==> config.mk <==
export PLATFORM = sky130hd
export DESIGN_NAME = mini_alu_16bit_div_ctrl
export DESIGN_NICKNAME = d
export VERILOG_FILES = /design/src/rtl/mini_alu_16bit_div_ctrl.sv
export SDC_FILE = /design/constraint.sdc
export NUM_CORES = 1
export LEC_CHECK = 0
export ABC_AREA = 1
export CAP_MARGIN = 5
export CORE_MARGIN = 4
export CORE_UTILIZATION = 48
export CTS_CLUSTER_DIAMETER = 30
export DETAILED_ROUTE_END_ITERATION = 16
export PLACE_DENSITY_LB_ADDON = 0.15
export SLEW_MARGIN = 20
export SYNTH_ARGS = -nofsm -noshare
export SYNTH_HDL_FRONTEND = slang
export SYNTH_SLANG_ARGS = --single-unit
==> constraint.sdc <==
create_clock -name clk -period 2.5 [get_ports clk]
set_input_delay 0.375 -clock clk [delete_from_list [all_inputs] [get_ports clk]]
set_output_delay 0.375 -clock clk [all_outputs]
set_load 0.005 [all_outputs]
==> src/rtl/mini_alu_16bit_div_ctrl.sv <==
`default_nettype none
// ============================================================================
//  Module   : mini_alu_16bit_div_ctrl
//  Purpose  : Upstream issue controller for the mini ALU divider. Queues
//             divide requests in a small FIFO, issues one start pulse per
//             request, captures quotient/remainder, resolves divide-by-zero
//             locally and aborts a hung divide after TIMEOUT cycles.
//  Ports    : clk, rst (async, active-low)
//             in_valid/in_ready/in_x/in_y         request port
//             div_start/div_x/div_y               divider issue port
//             div_valid/div_quot/div_rem          divider result port
//             out_valid/out_ready/out_quot/out_rem/out_dz/out_tmo  result port
//             busy                                work queued or in flight
//  Revision : 1.0  initial release
// ============================================================================
module mini_alu_16bit_div_ctrl #(
    parameter int WIDTH   = 16,
    parameter int DEPTH   = 4,
    parameter int TIMEOUT = 48
) (
    input  logic             clk,
    input  logic             rst,
    input  logic             in_valid,
    output logic             in_ready,
    input  logic [WIDTH-1:0] in_x,
    input  logic [WIDTH-1:0] in_y,
    output logic             div_start,
    output logic [WIDTH-1:0] div_x,
    output logic [WIDTH-1:0] div_y,
    input  logic             div_valid,
    input  logic [WIDTH-1:0] div_quot,
    input  logic [WIDTH-1:0] div_rem,
    output logic             out_valid,
    input  logic             out_ready,
    output logic [WIDTH-1:0] out_quot,
    output logic [WIDTH-1:0] out_rem,
    output logic             out_dz,
    output logic             out_tmo,
    output logic             busy
);

    localparam int            c_aw       = (DEPTH > 1) ? $clog2(DEPTH) : 1;
    localparam int            c_tw       = $clog2(TIMEOUT + 1);
    localparam logic [c_aw:0] c_full     = (c_aw + 1)'(DEPTH);
    localparam logic [c_tw-1:0] c_tmo_last = c_tw'(TIMEOUT - 1);

    typedef enum logic [1:0] {
        S_IDLE = 2'd0,
        S_WAIT = 2'd1,
        S_OUT  = 2'd2
    } state_t;

    // ------------------------------------------------------------------
    // Request FIFO
    // ------------------------------------------------------------------
    logic [WIDTH-1:0] r_mem_x [DEPTH];
    logic [WIDTH-1:0] r_mem_y [DEPTH];
    logic [c_aw-1:0]  r_wr_ptr;
    logic [c_aw-1:0]  r_rd_ptr;
    logic [c_aw:0]    r_count;

    logic             w_push;
    logic             w_pop;
    logic             w_empty;
    logic [WIDTH-1:0] w_head_x;
    logic [WIDTH-1:0] w_head_y;

    assign in_ready = (r_count != c_full);
    assign w_empty  = (r_count == '0);
    assign w_push   = in_valid && in_ready;
    assign w_head_x = r_mem_x[r_rd_ptr];
    assign w_head_y = r_mem_y[r_rd_ptr];

    // Storage carries no reset; only the pointers define what is valid.
    always_ff @(posedge clk) begin
        if (w_push) begin
            r_mem_x[r_wr_ptr] <= in_x;
            r_mem_y[r_wr_ptr] <= in_y;
        end
    end

    always_ff @(posedge clk or negedge rst) begin
        if (!rst) begin
            r_wr_ptr <= '0;
            r_rd_ptr <= '0;
            r_count  <= '0;
        end else begin
            if (w_push) r_wr_ptr <= r_wr_ptr + 1'b1;
            if (w_pop)  r_rd_ptr <= r_rd_ptr + 1'b1;
            case ({w_push, w_pop})
                2'b10:   r_count <= r_count + 1'b1;
                2'b01:   r_count <= r_count - 1'b1;
                default: r_count <= r_count;
            endcase
        end
    end

    // ------------------------------------------------------------------
    // Control FSM
    // ------------------------------------------------------------------
    state_t           r_state;
    state_t           w_next;
    logic             w_issue;
    logic             w_dz;
    logic             w_done;
    logic             w_tmo;

    logic             r_div_start;
    logic             r_div_valid_q;
    logic [c_tw-1:0]  r_timer;
    logic [WIDTH-1:0] r_div_x;
    logic [WIDTH-1:0] r_div_y;
    logic [WIDTH-1:0] r_out_quot;
    logic [WIDTH-1:0] r_out_rem;
    logic             r_out_dz;
    logic             r_out_tmo;

    always_ff @(posedge clk or negedge rst) begin
        if (!rst) r_state <= S_IDLE;
        else      r_state <= w_next;
    end

    always_comb begin
        w_next  = r_state;
        w_pop   = 1'b0;
        w_issue = 1'b0;
        w_dz    = 1'b0;
        w_done  = 1'b0;
        w_tmo   = 1'b0;
        case (r_state)
            S_IDLE: begin
                if (!w_empty) begin
                    w_pop = 1'b1;
                    if (w_head_y == '0) begin
                        w_dz   = 1'b1;
                        w_next = S_OUT;
                    end else begin
                        w_issue = 1'b1;
                        w_next  = S_WAIT;
                    end
                end
            end
            S_WAIT: begin
                // A level left high by the divider must not count as
                // completion, so only a fresh rising edge after the start
                // pulse is accepted.
                if (!r_div_start && div_valid && !r_div_valid_q) begin
                    w_done = 1'b1;
                    w_next = S_OUT;
                end else if (r_timer == c_tmo_last) begin
                    w_tmo  = 1'b1;
                    w_next = S_OUT;
                end
            end
            S_OUT: begin
                if (out_ready) w_next = S_IDLE;
            end
            default: w_next = S_IDLE;
        endcase
    end

    // ------------------------------------------------------------------
    // Divider issue, timer and result registers
    // ------------------------------------------------------------------
    always_ff @(posedge clk or negedge rst) begin
        if (!rst) begin
            r_div_start   <= 1'b0;
            r_div_valid_q <= 1'b0;
            r_timer       <= '0;
            r_div_x       <= '0;
            r_div_y       <= '0;
            r_out_quot    <= '0;
            r_out_rem     <= '0;
            r_out_dz      <= 1'b0;
            r_out_tmo     <= 1'b0;
        end else begin
            r_div_start   <= w_issue;
            r_div_valid_q <= div_valid;

            if (w_issue) begin
                r_div_x <= w_head_x;
                r_div_y <= w_head_y;
            end

            if (w_issue)                r_timer <= '0;
            else if (r_state == S_WAIT) r_timer <= r_timer + 1'b1;

            if (w_dz) begin
                r_out_quot <= '1;
                r_out_rem  <= w_head_x;
                r_out_dz   <= 1'b1;
                r_out_tmo  <= 1'b0;
            end else if (w_done) begin
                r_out_quot <= div_quot;
                r_out_rem  <= div_rem;
                r_out_dz   <= 1'b0;
                r_out_tmo  <= 1'b0;
            end else if (w_tmo) begin
                r_out_quot <= '0;
                r_out_rem  <= '0;
                r_out_dz   <= 1'b0;
                r_out_tmo  <= 1'b1;
            end
        end
    end

    assign div_start = r_div_start;
    assign div_x     = r_div_x;
    assign div_y     = r_div_y;
    assign out_valid = (r_state == S_OUT);
    assign out_quot  = r_out_quot;
    assign out_rem   = r_out_rem;
    assign out_dz    = r_out_dz;
    assign out_tmo   = r_out_tmo;
    assign busy      = !w_empty || (r_state != S_IDLE);

endmodule
`default_nettype wire

======== Yosys cells after proc, flatten, opt, wreduce, memory -nomap -nowiden ========
Memories as Yosys holds them, arrays and structs flattened.
Cells that the tools add are included.
W data, S select, Z words.
operators by class
  equality and inequality tests ........... 9
  muxes and demuxes ....................... 35
  $add $sub $neg .......................... 5
  reductions and logical operators ........ 15
operators with widths
  kind                   count
  $mux W16               5
  $mux W1                21
  $logic_not A16 Y1      1
  $mux W6                2
  $mux W2                5
  $add A6 B1 Y6 const B  1
  $eq A6 B6 Y1 const B   1
  $ne A3 B3 Y1 const B   2
  $pmux W2 S3            1
  $pmux W3 S2            1
  $reduce_bool A2 Y1     3
  $add A2 B1 Y2 const B  2
  $eq A2 B1 Y1 const B   2
  $eq A2 B2 Y1 const B   2
  $add A3 B1 Y3 const B  1
  $logic_and A1 B1 Y1    3
  $logic_not A1 Y1       3
  $logic_not A3 Y1       1
  $reduce_and A3 Y1      1
  $reduce_bool A3 Y1     1
  $sub A3 B1 Y3 const B  1
  $logic_not A2 Y1       1
  $ne A2 B1 Y1 const B   1
  $ne A2 B2 Y1 const B   1
  $logic_or A1 B1 Y1     1
storage, ports and cells
  output and inout port bits .............. 70
  memories ................................ 2
  register bits ........................... 83
  word-level logic and storage cells ...... 79
  input port bits ......................... 69
  memory bits (writable) .................. 128
memories
  name     words  width  rd ports  clocked after memory_dff  write ports  RTL line  source
  r_mem_x  4      16     1         0                         1            56        logic [WIDTH-1:0] r_mem_x [DEPTH];
  r_mem_y  4      16     1         0                         1            57        logic [WIDTH-1:0] r_mem_y [DEPTH];

======== Logic depth before layout (Yosys ltp) ========
Gate-level depths: netlist (run 1).
  depth after elaboration ................. 8
  gate-level depth with buffers ........... 14
  gate-level depth less buffers ........... 12

======== Worst setup path before layout (run 1) ========
OpenSTA, ideal clock, no wires.
  kind .................................... reg2reg
  from .................................... register r_count[0]
  to ...................................... memory r_mem_x[0][0], enable pin
  slack ................................... -21 ps
  data required time ...................... 2079 ps
  stages on the path, launching flop included .. 5
  data arrival time ....................... 2100 ps
  library setup time ...................... 421 ps
  path buffers ............................ 0
  clock period less this slack ............ 2521 ps
  cells stage by stage .................... dfrtp_1 inv_1 nand3_1 nand2_1 nor2_1
between the ends
  word-level cells in the longest chain between the ends .. 4
ends and longest elaborated chain
  item                           RTL line  source
  start, declared                60        logic [c_aw:0] r_count;
  start signal, assigned         91        2'b10: r_count <= r_count + 1'b1;
  start signal, assigned         92        2'b01: r_count <= r_count - 1'b1;
  start signal, assigned         93        default: r_count <= r_count;
  $ne A3 B3 Y1                   68        assign in_ready = (r_count != c_full);
  net in_ready                   24        output logic in_ready,
  $logic_and A1 B1 Y1            70        assign w_push = in_valid && in_ready;
  $mux W1                        76        if (w_push) begin
  $mux W1 (implied by the code)  77        r_mem_x[r_wr_ptr] <= in_x;
  end, declared                  56
The timed path passes the listed nets, and every way through them passes these cells.

======== Final worst setup path (run 1) ========
  from .................................... register r_rd_ptr[0]
  to ...................................... register r_out_rem[5], in the netlist out_rem[5]
between the ends
  word-level cells in the longest chain between the ends .. 6
  elaborated cells on any way between the ends .. 8
  those cells by class .................... mux: 4; reduce/logical: 2; memory: 2
ends and longest elaborated chain
  item                                                             RTL line  source
  start, declared                                                  59        logic [c_aw-1:0] r_rd_ptr;
  start signal, assigned                                           89        if (w_pop) r_rd_ptr <= r_rd_ptr + 1'b1;
  $mem_v2 Z4 W16                                                   --
  $logic_not A16 Y1                                                134       if (w_head_y == '0) begin
  $mux W1                                                          134
  $mux W1                                                          132       if (!w_empty) begin
  $mux W1                                                          130       case (r_state)
  $reduce_bool A3 Y1 (no source line) or $mux W16 (tied branches)  --
  end signal, assigned                                             190       r_out_rem <= w_head_x;
  end signal, assigned                                             195       r_out_rem <= div_rem;
  end, declared                                                    114       logic [WIDTH-1:0] r_out_rem;
Parallel ways exist; a longest one is shown, timed or not.
A chain may end at the register's enable or synchronous reset.

==> results of run 1 <==
-- layer usage --
metal  vias up  part of all wire
met5         -                 0
met4         0             0.015
met3        28             0.080
met2       198              0.45
met1      2917              0.45
li1       3030                 -
-- flip-flops by register name (all words and copies together) (netlist names) --
signal         flops
out_dz             1
r_wr_ptr           2
r_div_valid_q      1
out_rem           16
div_start          1
r_count            3
r_rd_ptr           2
r_mem_y           64
div_x             16
div_y             16
r_mem_x           64
r_timer            6
out_quot          16
r_state            2
out_tmo            1
-- synth_stat cells --
library cell and instances:
nand2_1 344, edfxtp_1 128, nand3_1 84, dfrtp_1 83
inv_1 52, nor2_1 23, a21oi_1 19, clkbuf_1 18
a32o_1 16, buf_2 14, xor2_1 7, ha_1 6
buf_1 5, inv_2 3, nor3_1 3, o21ai_0 3
buf_4 2, buf_6 2, nand2_2 2, xnor2_1 2
a41oi_1 1, clkinv_1 1, fa_1 1, nor2_4 1
o22ai_1 1
-- power groups by stage --
stage / clock network (W) / logic, W / registers, W
finish: 0.00508 / 0.00518 / 0.00526
global route: 0.00536 / 0.00577 / 0.00537
CTS: 0.00515 / 0.00524 / 0.00527
detailed placement: 0 / 0.00519 / 0.00531
global placement: 0 / 0.00512 / 0.00530
floorplan: 0 / 0.00281 / 0.00529
-- placed cells by master, fill, tap and decap left out, types with 4 or more instances in the layout --
cell               n
clkbuf_8           6
clkinv_1           4
clkbuf_16         40
ha_1               6
clkdlybuf4s50_1  137
clkbuf_1           9
edfxtp_1         128
nor2_2             7
a21oi_1           19
dfrtp_1           82
nand3_1           84
nand2_1          344
inv_1             52
nor2_1            16
clkinv_2           6
buf_12             8
buf_4             16
xor2_1             7
a32o_1            16
-- stage by stage --
stage	instance area, um^2	hold WS (ns)
after floorplan	8620	0.0794
after global placement	10400	0.432
after detailed placement	10400	0.429
after CTS	11700	0.353
after global routing	11700	0.363
final	11700	0.367
-- path summary, 6_finish.rpt --
check / from / slack (ns) / cells after the start / end
min in group asynchronous: rst / 0.44 / 2 / out_quot[14]$_DFFE_PN0P_
hold / removal: div_valid / 0.37 / 1 / r_div_valid_q$_DFF_PN0_
setup / recovery: r_rd_ptr[0]$_DFFE_PN0P_ / 0.28 / 13 / out_rem[5]$_DFFE_PN0P_
hold reg to reg: div_x[10]$_DFFE_PN0N_ / 0.47 / 2 / div_x[10]$_DFFE_PN0N_
setup reg to reg: r_rd_ptr[0]$_DFFE_PN0P_ / 0.28 / 13 / out_rem[5]$_DFFE_PN0P_
max in group asynchronous: rst / 1.46 / 3 / r_count[2]$_DFFE_PN0P_
-- cell families after synthesis --
logic type	synth area share
AOI/OAI and AO/OA	0.0331
buffers and inverters	0.0469
DFF	0.687
adders and majority gates	0.0110
xor gates and xnor gates	0.00914
and+or+nand+nor	0.213
-- final cells by class --
cell class                      instances  area [um^2]
Clock buffer                           55         1120
Clock inverter                         18          190
Inverter                               56          210
Sequential cell                       211         5920
Tap cell                              225          282
Multi-Input combinational cell        513         2310
Fill cell                            1330         5780
Timing Repair Buffer                  162         1660
==> metrics.txt, run 1 <==
Setup WS pre-CTS 0.309 ns; Port Buf Inserts 138; GR Util met2 0.309; post-synth top area cell edfxtp_1; max-slew violations 0; Most common cell on crit path nand2_1; Top Usage Layer GRT met2; Synth area leaders edfxtp_1 (45%), dfrtp_1 (24%), nand2_1 (15%); final-stage net count 1060; mean routed wirelength per cell 16.1 um; syn nets 897; Fin Setup TNS 0 ns; DR iter-0 viols 449; sequential area share after synthesis 0.687; gp weighted congestion 0.783; Pint 0.0105 W; Final Setup Violations 0; DRC 0; met1 Track Usage GR 0.273; Vias/cell 4.98; CTS Hold Bufs 1; largest net degree at the start of global routing 52; peak supply drop 0.609 mV; Syn-to-layout area delta 35.7%; clock network power share 0.327; CP bufs+invs 3; min Tclk post-route 2.22 ns; Reg power frac 0.339; diode count 0; Worst-Skew Late Latency 0.51 ns; Gate power share 0.334; area share of the largest cell type after synthesis 0.446; setup bufs post-CTS 0; total global routing overflow 0; Syn Area/Cell 10.5 um^2; Tcrit/Tclk final 0.890; Netlist cell types 25; Synth Cell Area 8620 um^2; CP Launch Type flip-flop; Die Area 20200 um^2; vias in the first global route 5979; Critical Path AT 2.60 ns; slowest CP cell dfrtp_2; worst clock skew 0.0201 ns; height of the die 142 um; drt first pass iters 5; FF+latch count, synth 211; CTS Buffer Depth 3; final core occ 0.669; I/O Pins 139; Critical Path, Cell by Cell inv_2, buf_12, nand2_1, nand3_1, nand2_1, nand2_1, nor2_1, nand2_1, nor2_4, buf_4, nand3_1, nand2_1, nand2_1; Core Footprint 17500 um^2; Max Fanout on Critical Path 33; critical path class flip-flop to flip-flop; Antenna Nets Post-Route 0; via count 6173; initial antenna violation count 0; cell row count 48; maximum clock rate 450 MHz; sw power 0.00505 W; clock slew at reported path FFs 0.05 ns; dpl cells 1166; status complete, no violations; Num CTS Buffers 40; Power per Cell Area 1330 nW/um^2; PostCTS Resize Cnt 0; Non-Filler Instances 1240; Starting Density 0.493; GRT Total Usage 0.197; Rel. slew slack 0.586; Final Power 0.0155 W; GR Util met3 0.0578; global-route wire length before repair 31300 um; clock sink count 211; layout cell share with drive strength beyond 1 0.0975; H-Tree Depth 2; cell count after synthesis 821; total of max-cap violations 0; WP data required 2.88 ns; Chip Width 142 um; Top delay family on crit path simple AND/OR/NAND/NOR gates; Root Driver clkbuf_16; sw frac 0.325; Final Hold Vio Count 0; Crit. End Element flip-flop; hpwl dp 12500 um; Leak 5.08 nW; CP max stage delay 0.49 ns; Yosys warnings 0; routed wire length 19900 um; Worst Max-Slew Pin Slew 0.621 ns; unrepaired setup endpoints after global routing false; Hold WC Path Type input port to flip-flop; Setup WS post-layout 0.276 ns; CTS tree done
(Power assumes the default switching activity.)
==> inputs of run 2 (changes only) <==
- GPL_ROUTABILITY_DRIVEN: default -> 1
- GPL_TIMING_DRIVEN: default -> 0
==> run 2 against run 1 <==
  * Flip-flop and latch count unchanged
  * Fmax decreased by 5.2%
  * Hold slack improved by 0.0096 ns
  * Sequential power about the same
  * Sequential share of layout area decreased by 0.55 points
  * Routed wire length increased by 6.0%
==> metrics.txt, run 2 (synthesis gave the netlist of run 1 again) <==
Worst Max-Slew Pin Slew 0.701 ns (+0.0791 ns); Critical Path AT 2.72 ns (+0.12 ns); critical path class flip-flop to flip-flop; DRC 0 (unchanged); Syn-to-layout area delta 37.1%; Core Footprint 17500 um^2 (unchanged); max-slew violations 0 (unchanged); Final Setup Violations 0 (unchanged); final core occ 0.676 (+0.00723); Root Driver clkbuf_16; min Tclk post-route 2.34 ns (+0.121 ns); Leak 5.15 nW (+1.3%); GRT Total Usage 0.211 (+0.0146); Port Buf Inserts 138 (unchanged); layout cell share with drive strength beyond 1 0.0993 (+0.00179); Final Hold Vio Count 0 (unchanged); total of max-cap violations 0 (unchanged); CP Launch Type flip-flop; via count 6392 (+3.5%); Chip Width 142 um (unchanged); drt first pass iters 5 (unchanged); Starting Density 0.493 (unchanged); Critical Path, Cell by Cell nor2_1, inv_1, nor2_4, buf_4, buf_4, ha_1, inv_1, fa_1, a21oi_1, o21ai_0, xnor2_1; worst clock skew 0.0212 ns (+0.00106 ns); most frequent cells in the layout nand2_1 (344), clkdlybuf4s50_1 (137), edfxtp_1 (128); Crit. End Element flip-flop; final-stage net count 1084 (+2.3%); Vias/cell 5.06 (+1.7%); Worst-Skew Late Latency 0.50 ns (about the same); routed wire length 21100 um (+6.0%); CP max stage delay 0.38 ns (-0.11 ns); Rel. slew slack 0.532 (-0.0538); clock slew at reported path FFs 0.04 ns (about the same); mean routed wirelength per cell 16.7 um (+4.2%); cell row count 48 (unchanged); Max Fanout on Critical Path 10 (-70%); slowest CP cell dfrtp_1; dpl cells 1189 (+2.0%); initial antenna violation count 0 (unchanged); height of the die 142 um (unchanged); largest registers r_mem_x (64), r_mem_y (64); Top delay family on crit path buffers and inverters; I/O Pins 139 (unchanged); maximum clock rate 426 MHz (-5.2%); Antenna Nets Post-Route 0 (unchanged); Worst R2R Path Depth 11 (-2); WP data required 2.87 ns (about the same); WHS 0.376 ns (+0.00964 ns); reg2reg start r_state[1]$_DFFE_PN0P_; gp weighted congestion 0.780 (-0.42%); peak supply drop 0.640 mV (+5.1%); H-Tree Depth 2 (unchanged); r2r endpoint r_count[2]$_DFFE_PN0P_; Die Area 20200 um^2 (unchanged); Num CTS Buffers 39 (-2.5%); Non-Filler Instances 1262 (+1.8%); commonest non-fill, non-tap cell in the layout nand2_1; DR iter-0 viols 436 (-2.9%); total global routing overflow 0 (unchanged); hpwl dp 14100 um (+13%); Power per Cell Area 1340 nW/um^2 (+1.3%); CTS tree done; Final Power 0.0159 W (+2.4%); diode count 0 (unchanged); R2R Setup Slk 0.16 ns (-0.12 ns); CP bufs+invs 4 (+1); status complete, no violations; global-route wire length before repair 33300 um (+6.3%); CTS Buffer Depth 3 (unchanged); vias in the first global route 6214 (+3.9%); Tcrit/Tclk final 0.938 (+0.0484); clock sink count 211 (unchanged); largest net degree at the start of global routing 53 (+1.9%); Hold WC Path Type input port to asynchronous set/reset pin
-- run 2: final cells by class --
type | instances | area (um^2)
repair buffers | 146 | 1540
flip-flops and latches | 211 | 5920
multi-input cells | 513 | 2330
clock buffers | 53 | 1090
inverters | 56 | 210
fillers | 1338 | 5650
well taps | 225 | 282
clock inverters | 17 | 234
plain buffers | 41 | 210
-- run 2: how the worst max path moves through the flow --
stage          depth (start not counted)                 endpoint  slack (ns)                    start
5_1_grt                               14     div_y[6]$_DFFE_PN0N_       -0.01  r_rd_ptr[1]$_DFFE_PN0P_
3_5_place_dp                          11   r_count[2]$_DFFE_PN0P_       -0.60   r_state[1]$_DFFE_PN0P_
6_report                              11   r_count[2]$_DFFE_PN0P_        0.16   r_state[1]$_DFFE_PN0P_
4_1_cts                               11   r_count[2]$_DFFE_PN0P_        0.03   r_state[1]$_DFFE_PN0P_
3_3_place_gp                           1    div_x[10]$_DFFE_PN0N_       -2.02                      rst
2_1_floorplan                          4  r_mem_x[0][0]$_DFFE_PP_       -0.02   r_count[0]$_DFFE_PN0P_
-- run 2: per-stage QoR --
| step | setup WS, ns | setup TNS (ns) | cell area, um^2 |
|---|---|---|---|
| 2_1_floorplan | -0.0209 | -2.67 | 8620 |
| 5_1_grt | -0.0114 | -0.0114 | 11800 |
| 3_5_place_dp | -0.600 | -1.07 | 10400 |
| 6_report | 0.155 | 0 | 11800 |
| 4_1_cts | 0.0332 | 0 | 11800 |
| 3_3_place_gp | -2.02 | -354.47 | 10300 |
-- run 2: power by group --
part	switching, W	internal, W
combinational	0.00312	0.00229
sequential	0.000439	0.00481
clock	0.00159	0.00364
total	0.00515	0.0107
-- run 2: metal layers --
layer,track usage,vias up,share of wire
li1,-,3087,-
met1,0.293,3042,0.44
met2,0.340,228,0.47
met4,0.0545,0,0.016
met3,0.0501,35,0.074
met5,0,-,0
-- run 2: repair_timing --
action / 4_1_cts / 5_1_grt
endpoints found under the hold margin: 31 / 0
setup endpoints to repair: 3 / 54
gates cloned: 0 / 0
setup buffers: 0 / 2
hold buffers: 1 / 0
resized for setup: 5 / 13
pin swaps: 0 / 1
==> edit 1 (flow settings as in run 2) <==
Set the parameter `WIDTH` to 32 (it was 16).
--- a/src/rtl/mini_alu_16bit_div_ctrl.sv
+++ b/src/rtl/mini_alu_16bit_div_ctrl.sv
@@ -14,7 +14,7 @@
 //  Revision : 1.0  initial release
 // ============================================================================
 module mini_alu_16bit_div_ctrl #(
-    parameter int WIDTH   = 16,
+    parameter int WIDTH   = 32,
     parameter int DEPTH   = 4,
     parameter int TIMEOUT = 48
 ) (
Ports: changed (8 resized); port bits go from 139 to 267. The function was not compared with the original's and may differ.
==> edit 1 against run 2 <==
Sequential power grew 92%; power is 98% higher; design area rose by 92%; synthesized area increased by 85%; sequential cell count is 192 higher; setup slack worse by 0.056 ns; routed wire length grew 120%.
==> edit 1: results (changes against run 2) <==
* Synth Area in Compound Gates at 5.28% (+2.0 points)
* Status: complete, no violations
* Top delay family on crit path: simple AND/OR/NAND/NOR gates
* M1 GR Usage at 32.9% (+3.6 points)
* Routing usage on met3 at 6.76% (+1.7 points)
* Pin count of the biggest net entering global routing at 81 (+53%)
* Pre-CTS WS at -0.705 ns (-0.106 ns)
* H-tree depth at 3 (+1)
* VDD IR max at 0.000744 V (+16%)
* TritonCTS Buffers at 82 (+110%)
* Initial antenna violation count at 6 (+6)
* DRT iter0 DRCs at 791 (+81%)
* Clk_skew at 0.0186 ns (-0.00260 ns)
* Adder-cell share of the synthesized area at 0.595% (-0.51 points)
* EDFF count, synth at 256 (+100%)
* CP peak stage delay at 0.35 ns (-0.03 ns)
* Reg-to-Reg Start: r_rd_ptr[0]$_DFFE_PN0P_
* Post-DP Area at 0.0195 mm^2 (+87%)
* WL per Instance at 20.3 um (+21%)
* Clock insertion delay at the later pin of the skew report at 0.57 ns (+0.07 ns)
* Routability congestion estimate at 0.803 (+3.0%)
* Syn_nets at 1551 (+73%)
* GR Util All Layers at 25.3% (+4.2 points)
* Nets at 1925 (+78%)
* Via density at 5.29 (+4.5%)
* Final HPWL DP at 30900 um (+120%)
* Final min period at 2.40 ns (+0.0557 ns)
* Async SR Flop Fraction at 36.5% (-2.9 points)
-- edit 1: cell types whose count changed after synthesis, sizes merged, moves of 16 or more --
cell	change
nand4	+33
a21oi	+16
clkbuf	+28
o21ai	+65
dfrtp	+64
a32o	+16
inv	-33
buf	+21
nand2	+203
nand3	+48
edfxtp	+128
-- edit 1: final timing paths --
check	end	cells after the start
max in group asynchronous	div_x[11]$_DFFE_PN0N_	3
min in group asynchronous	out_quot[13]$_DFFE_PN0P_	2
hold / removal	r_div_valid_q$_DFF_PN0_	1
hold reg to reg	div_x[10]$_DFFE_PN0N_	2
setup / recovery	div_y[16]$_DFFE_PN0N_	15
setup reg to reg	div_y[16]$_DFFE_PN0N_	15
-- edit 1: cell type report --
cell class,count,area (um^2)
Clock inverter,45,478
Fill cell,2346,9960
Clock buffer,106,2340
Sequential cell,403,11400
Antenna cell,4,10.0
Tap cell,442,553
Timing Repair Buffer,291,3110
Buffer,88,608
Multi-Input combinational cell,896,4190
Inverter,23,87.6
==> edit 2 (flow settings as in run 2) <==
Without the edit above. Make the reset (`rst`) synchronous in 3 clocked blocks. Comments in the files are not updated.
--- a/src/rtl/mini_alu_16bit_div_ctrl.sv
+++ b/src/rtl/mini_alu_16bit_div_ctrl.sv
@@ -79,7 +79,7 @@
         end
     end
 
-    always_ff @(posedge clk or negedge rst) begin
+    always_ff @(posedge clk) begin
         if (!rst) begin
             r_wr_ptr <= '0;
             r_rd_ptr <= '0;
@@ -115,7 +115,7 @@
     logic             r_out_dz;
     logic             r_out_tmo;
 
-    always_ff @(posedge clk or negedge rst) begin
+    always_ff @(posedge clk) begin
         if (!rst) r_state <= S_IDLE;
         else      r_state <= w_next;
     end
@@ -162,7 +162,7 @@
     // ------------------------------------------------------------------
     // Divider issue, timer and result registers
     // ------------------------------------------------------------------
-    always_ff @(posedge clk or negedge rst) begin
+    always_ff @(posedge clk) begin
         if (!rst) begin
             r_div_start   <= 1'b0;
             r_div_valid_q <= 1'b0;
Function: differs if rst is asserted again (counterexample within 4 cycles, from zero or initial values and one cycle with rst low); with rst held inactive, the same outputs for 4 cycles.
==> edit 2 against run 2 <==
Power is 14% lower; worst hold slack better by 0.065 ns; routed wire length shrank 0.43%; utilization fell by 0.50 points; sequential cell count is 2 higher; non-clock buffer count up 7; design area down 1.4%; synthesized area fell by 1.1%; sequential power shrank 12%; setup slack worse by 0.041 ns; largest cell class unchanged; die area is 1.0% lower; first-iteration DRC count decreased by 13%.
==> edit 2: results (changes against run 2) <==
* Pin count of the biggest net entering global routing at 23 (-57%)
* Syn_nets at 908 (+1.2%)
* Vias in the first global route at 6468 (+4.1%)
* Final WS setup at 0.114 ns (-0.0410 ns)
* Met3 wire length at 1540 um (-1.5%)
* Async SR Flop Fraction at 0% (-39 points)
* Clk_skew at 0.0202 ns (-0.000980 ns)
* Share of post-route cells with drive strength above 1 at 10.8% (+0.88 points)
* Syn avg cell area at 10.2 um^2 (-2.4%)
* Seq/Total Area, Yosys at 65.0% (-3.6 points)
* Distinct cells, synth at 34 (+36%)
* Vias after detailed routing at 6551 (+2.5%)
* Synth top cells by count: 179 x nand2_1, 128 x edfxtp_1, 85 x dfxtp_1
* VDD IR max at 0.000735 V (+15%)
* DRT iter0 DRCs at 380 (-13%)
* Via density at 5.16 (+1.8%)
* LEAKAGE at 0.00447 uW (-13%)
* Area contributors post-synth: edfxtp_1 45%, dfxtp_1 20%, nand2_1 7.9%
* NetSw at 4310 uW (-16%)
* Slowest CP cell: nor3_2
* Adder-cell share of the synthesized area at 1.12% (+0.012 points)
* Reg-to-reg setup timing slack at 0.22 ns (+0.06 ns)
* Pre-CTS WS at -0.275 ns (+0.325 ns)
* Post-route met1 wirelength at 8980 um (-2.4%)
* XOR/XNOR Fraction of Synth Area at 0.411% (-0.50 points)
* Fillers at 1363 (+1.9%)
* Nets at 1092 (+0.74%)
* Placed Cells at 1199 (+0.84%)
* Final wirelength at 21000 um (-0.43%)
* Least-Margin Pin Slew at 0.644 ns (-0.0570 ns)
* Met2 routed wirelength at 10000 um (about the same)
* Status: complete, no violations
* Critical path arrival at 2.01 ns (-0.71 ns)
==> edit 2: per-stage QoR <==
| stage | instance area [um^2] | total power (uW) | hold slack (ns) | util [%] |
|---|---|---|---|---|
| after floorplan | 8530 | 6810 | 0.437 | - |
| after global placement | 10200 | 8450 | 0.449 | 58.7 |
| after detailed placement | 10300 | 8570 | 0.462 | 59.4 |
| after CTS | 11600 | 13800 | 0.421 | 67.1 |
| after global routing | 11700 | 14500 | 0.453 | 67.1 |
| final | 11700 | 13700 | 0.442 | 67.1 |
==> edit 2: final cells by class <==
class / instances / area share, %
flip-flops and latches: 213 / 47.6
multi-input cells: 521 / 22.1
repair buffers: 143 / 12.7
clock buffers: 51 / 9.65
well taps: 225 / 2.42
plain buffers: 51 / 2.32
clock inverters: 19 / 1.65
inverters: 47 / 1.51
==> edit 2: layer usage <==
layer,up-vias,track usage [%]
met5,-,0
met4,0,7.80
met3,41,4.31
met2,197,34.7
met1,3055,27.6
li1,3258,-
==> edit 2: worst paths after layout <==
check                            from                        to  cells after the start
max           r_count[0]$_SDFFE_PN0P_                      busy                      3
min                         div_valid  r_div_valid_q$_SDFF_PN0_                      3
max reg2reg   r_count[0]$_SDFFE_PN0P_   r_count[2]$_SDFFE_PN0P_                     10
min reg2reg  r_rd_ptr[1]$_SDFFE_PN0P_                 flip-flop                      2
==> edit 2: what timing repair did <==
| item | CTS | global route |
|---|---|---|
| pin swaps | 0 | 1 |
| resized for setup | 3 | 2 |
| endpoints found under the setup margin | 1 | 1 |
| endpoints found under the hold margin | 0 | 0 |
| buffers inserted | 0 | 1 |
| hold buffers | 0 | 0 |
| gates cloned | 0 | 0 |
==> edit 2: cell families (layout without fill, tap and decap cells) <==
group / after synthesis / in the layout
AO/OA/AOI/OAI: 119 / 119
XOR/XNOR: 4 / 4
adder cells (fa/ha/maj): 7 / 7
buffers and inverters: 98 / 311
flip-flops: 213 / 213
AND/OR/NAND/NOR: 391 / 391
==> edit 2: critical path, delay by kind of cell, from the launching register on <==
family | cells | cell delay [ns]
buf+inv | 1 | 0.51
simple gates | 2 | 0.67
flops | 1 | 0.33
==> edit 2: power by group through the flow <==
stage	combinational (uW)	sequential (uW)	clock (uW)
6_report	3920	4630	5140
2_1_floorplan	2150	4660	0
3_5_place_dp	3880	4680	0
5_1_grt	4360	4690	5420
4_1_cts	3940	4630	5220
3_3_place_gp	3750	4690	0
